<file path="src/rtl/adder_nbit_seq.sv">
// Multi-cycle ripple adder: adds CHUNK_BITS per clock, LS chunk first.
// start/done handshake; sum and overflow are held until the next completion.
module adder_nbit_seq #(
    parameter int NUM_BITS   = 16,
    parameter int CHUNK_BITS = 4
) (
    input  logic                clk,
    input  logic                n_rst,
    input  logic                start,
    input  logic [NUM_BITS-1:0] a,
    input  logic [NUM_BITS-1:0] b,
    input  logic                carry_in,
    output logic                busy,
    output logic                done,
    output logic [NUM_BITS-1:0] sum,
    output logic                overflow
);

    localparam int K     = NUM_BITS / CHUNK_BITS;
    localparam int IDX_W = (K > 1) ? $clog2(K) : 1;
    localparam logic [IDX_W-1:0] LAST = IDX_W'(K - 1);
    localparam logic [NUM_BITS-1:0] MASK = NUM_BITS'({CHUNK_BITS{1'b1}});

    typedef enum logic [1:0] {
        IDLE = 2'd0,
        ADD  = 2'd1,
        DONE = 2'd2
    } state_t;

    state_t state, state_next;

    logic [NUM_BITS-1:0] a_r, b_r, work;
    logic                carry_r;
    logic [IDX_W-1:0]    idx;

    logic [CHUNK_BITS-1:0] a_ch, b_ch, s_ch;
    logic                  c_out;
    logic [NUM_BITS-1:0]   work_next;
    int unsigned           sh;

    always_comb begin
        sh           = idx * CHUNK_BITS;
        a_ch         = CHUNK_BITS'(a_r >> sh);
        b_ch         = CHUNK_BITS'(b_r >> sh);
        {c_out, s_ch} = {1'b0, a_ch} + {1'b0, b_ch}
                      + {{CHUNK_BITS{1'b0}}, carry_r};
        // working sum with the current slice already merged in
        work_next = (work & ~(MASK << sh))
                  | (NUM_BITS'(s_ch) << sh);
    end

    always_ff @(posedge clk or negedge n_rst) begin
        if (!n_rst) begin
            state <= IDLE;
        end else begin
            state <= state_next;
        end
    end

    always_comb begin
        state_next = state;
        unique case (state)
            IDLE: if (start) state_next = ADD;
            ADD:  if (idx == LAST) state_next = DONE;
            DONE: state_next = IDLE;
            default: state_next = IDLE;
        endcase
    end

    always_ff @(posedge clk or negedge n_rst) begin
        if (!n_rst) begin
            a_r      <= '0;
            b_r      <= '0;
            carry_r  <= 1'b0;
            idx      <= '0;
            work     <= '0;
            sum      <= '0;
            overflow <= 1'b0;
        end else begin
            unique case (state)
                IDLE: begin
                    if (start) begin
                        a_r     <= a;
                        b_r     <= b;
                        carry_r <= carry_in;
                        idx     <= '0;
                    end
                end
                ADD: begin
                    work    <= work_next;
                    carry_r <= c_out;
                    if (idx == LAST) begin
                        sum      <= work_next;
                        overflow <= c_out;
                    end else begin
                        idx <= idx + 1'b1;
                    end
                end
                default: ;
            endcase
        end
    end

    assign busy = (state != IDLE);
    assign done = (state == DONE);

endmodule

</file>
<file path="config.mk">
export PLATFORM = sky130hd
export DESIGN_NAME = adder_nbit_seq
export DESIGN_NICKNAME = d
export VERILOG_FILES = /design/src/rtl/adder_nbit_seq.sv
export SDC_FILE = /design/constraint.sdc
export NUM_CORES = 1
export LEC_CHECK = 0
export ABC_AREA = 1
export ABC_CLOCK_PERIOD_IN_PS = 7600
export BUFFER_PORTS_ARGS = -buffer_cell sky130_fd_sc_hd__buf_2
export CORE_ASPECT_RATIO = 1.25
export CORE_MARGIN = 8
export CORE_UTILIZATION = 41
export CTS_CLUSTER_SIZE = 14
export DETAILED_ROUTE_END_ITERATION = 16
export SYNTH_ARGS = -nofsm -noshare
export SYNTH_HDL_FRONTEND = slang
export SYNTH_SLANG_ARGS = --single-unit
</file>
<file path="constraint.sdc">
create_clock -name clk -period 7.6 [get_ports clk]
set_clock_uncertainty 0.05 [all_clocks]
set_input_delay 0.38 -clock clk [delete_from_list [all_inputs] [get_ports clk]]
set_output_delay 0.38 -clock clk [all_outputs]
set_load 0.05 [all_outputs]
</file>
==> run_results.csv <==
group,metric,value,unit
outcome,status,"complete, no violations",
finish,nFillCells,761,
flow_run,cap_violations,0,
global_routing,grt_max_degree,67,
finish,diodes,0,
setup_path,r2r_cells,10,
sta,period_share,0.4567,
floorplan,io_pins,55,
placement,numPortBuffers,54,
setup_path,worstPathArrival,3.65,ns
global_routing,busiest_layer,"met2",
sta,tightest_slew,0.8521,ns
clock_tree,cts-htree-levels,3,
placement,placed_area,0.003450,mm^2
clock_tree,numCtsBuffers,9,
clock_tree,clock_latency,0.35,ns
detailed_routing,wire_per_inst,13.73,um
setup_path,path_max_fanout,27,
setup_path,worstReg2RegStart,"idx[0]",
synth,synth.most_common_cell,"nand2_1",
setup_path,end_kind,"register",
synth,synth.top_cells.by_count,"nand2_1 (166), dfrtp_1 (66), o21ai_0 (30)",
floorplan,floorplan.initialDensity,0.4147,
global_routing,grt_use_met2,0.2454,
pwr,switching_share,0.4753,
setup_path,startpoint_type,"register",
synth,synth_cells,378,
synth,synth_cell_types,28,
synth,yosysSeqAreaShare,0.5170,
detailed_routing,final_antenna_net_count,0,
global_routing,grtUsageTotal,0.1470,
synth,synth_area_leaders,"dfrtp_1 (52%), nand2_1 (20%), o21ai_0 (4.7%)",
synth,synthArstFlopShare,1.000,
sta,slew_headroom,0.4319,
floorplan,die_area,0.01089,mm^2
pwr,p_clk_frac,0.167,
synth,synth_edf_count,0,
min_path,hold_class,"in -> async",
sta,whs,0.1566,ns
global_routing,antenna_found_initial,0,
detailed_routing,drt_wl_total,7206,um
floorplan,die_w,94.95,um
pwr,p_leak,1.954,nW
synth,syn_avg_cell_area,8.451,um^2
sta,hold_viol_final,0,
sta,setup_violations,0,
synth,synth_top_area_frac,0.5170,
pwr,power.switching,0.9304,mW
finish,syn2layout_area_growth,14.85,%
clock_tree,post_cts_buffers,0,
placement,place_ws,4.189,ns
clock_tree,cts_tree,"done",
placement,place.gp.congestion,0.8352,
clock_tree,root_buffer,"clkbuf_8",
finish,drive_gt1_frac,0.2233,
clock_tree,cts_hold_buf,0,
sta,fin_ws,4.129,ns
global_routing,grt_pass1_vias,2667,
detailed_routing,first_pass_iters,4,
detailed_routing,num_vias,2546,
setup_path,reg2reg_slack,4.13,ns
detailed_routing,drc,0,
synth,synth-main-ff-cell,"dfrtp_1",
pwr,seqPwrFrac,0.322,
sta,slew_viol_final,0,
pwr,internal-power,1.027,mW
synth,synth_seq_cells,66,
placement,dp_hpwl,5086,um
global_routing,grt_first_pass_wirelength,12350,um
clock_tree,cts_resized,0,
finish,nets,470,
synth,synth_area,0.003194,mm^2
clock_tree,clock_path_buffers,2,
global_routing,grt_use_met3,0.03609,
detailed_routing,vias_per_cell,4.850,
floorplan,die_y,114.7,um
synth,yosysTopAreaCell,"dfrtp_1",
synth,syn-num-nets,423,
pwr,pwr-share-comb,0.511,
setup_path,required,7.77,ns
finish,fin_area,0.003669,mm^2
clock_tree,cts_sinks,66,
setup_path,r2r-end,"sum[2]",
pwr,p_per_area,533.6,mW/mm^2
sta,period_needed,3.471,ns
sta,max_freq,288.1,MHz
finish,final_util,0.4763,
global_routing,gr-total-overflow,0,
pwr,max-vdd-ir-drop,197.5,uV
sta,rsz0062_at_grt,"false",
synth,yosysWarnings,0,
sta,fin_setup_tns,0,ns
floorplan,core,0.007702,mm^2
setup_path,critical_path_class,"reg -> reg",
global_routing,grt_use_met1,0.1650,
floorplan,rows,36,
detailed_routing,drtIter0Drc,109,
clock_tree,path_clk_slew,0.07,ns
## layout make-up
cell class | count | area, um^2 | area share
clock inverter | 5 | 77.57 | 0.02115
sequential | 66 | 1652 | 0.4502
clock buffer | 11 | 141.4 | 0.03854
timing repair buffer | 55 | 277.8 | 0.07572
inverter | 21 | 88.84 | 0.02422
multi-input combinational | 272 | 1313 | 0.3578
tap | 95 | 118.9 | 0.03240
## layout by cell type (no fill, tap or decap), drive strengths merged
master,instances
a21oi,2
a31oi,1
and2,1
buf,55
bufinv,2
clkbuf,11
clkinv,4
clkinvlp,1
dfrtp,66
fa,2
ha,7
inv,19
nand2,169
nand3,8
nand4,5
nor2,21
o21ai,46
o21bai,1
o22ai,8
or2,1
## kinds of logic after synthesis
logic type | count (synthesis) | share of synthesized area
and+or+nand+nor | 205 | 0.2605
AOI/OAI and AO/OA | 58 | 0.1105
adders and majority gates | 9 | 0.03995
DFF | 66 | 0.5170
buffers and inverters | 40 | 0.07207
## how the worst max path moves through the flow
stage	from	end	slack [ns]	depth (start not counted)
6_report	idx[0]	sum[2]	4.13	10
5_1_grt	idx[0]	sum[6]	3.85	10
4_1_cts	idx[0]	sum[2]	4.17	10
3_5_place_dp	idx[0]	sum[2]	4.19	10
3_3_place_gp	idx[0]	sum[2]	4.31	10
2_1_floorplan	idx[0]	work[6]	5.12	12
## critical path, stage by stage, from the launching register on
cell and delay, ns:
dfrtp_1 0.88, clkinv_2 0.51, o21ai_0 0.29, o22ai_1 0.12, fa_1 0.44, fa_1 0.43
or2_4 0.28, nand3_2 0.07, o21ai_0 0.08, inv_1 0.12, o21ai_2 0.05
## flip-flops by register name (all words and copies together), names as in the netlist
register	count
a_r	16
b_r	16
carry_r	1
idx	2
overflow	1
state	2
sum	16
work	12
## layer usage
metal	share of wire	wire length [um]
met5	0	0
met3	0.044	318
met2	0.50	3587
met1	0.43	3079
met4	0.031	221
## metrics by stage
step	power [mW]	instances
final	1.958	525
after global routing	2.148	525
after CTS	1.982	525
after detailed placement	1.648	509
after global placement	1.620	509
after floorplan	1.439	378
## power by group through the flow
stage | Combinational [mW] | Sequential, mW | Clock (mW)
4_1_cts | 1.02 | 0.632 | 0.335
2_1_floorplan | 0.735 | 0.704 | 0
6_report | 1.00 | 0.630 | 0.328
3_5_place_dp | 1.01 | 0.638 | 0
5_1_grt | 1.14 | 0.653 | 0.351
3_3_place_gp | 0.986 | 0.634 | 0
No activity file was read; power rests on OpenSTA's default activity.
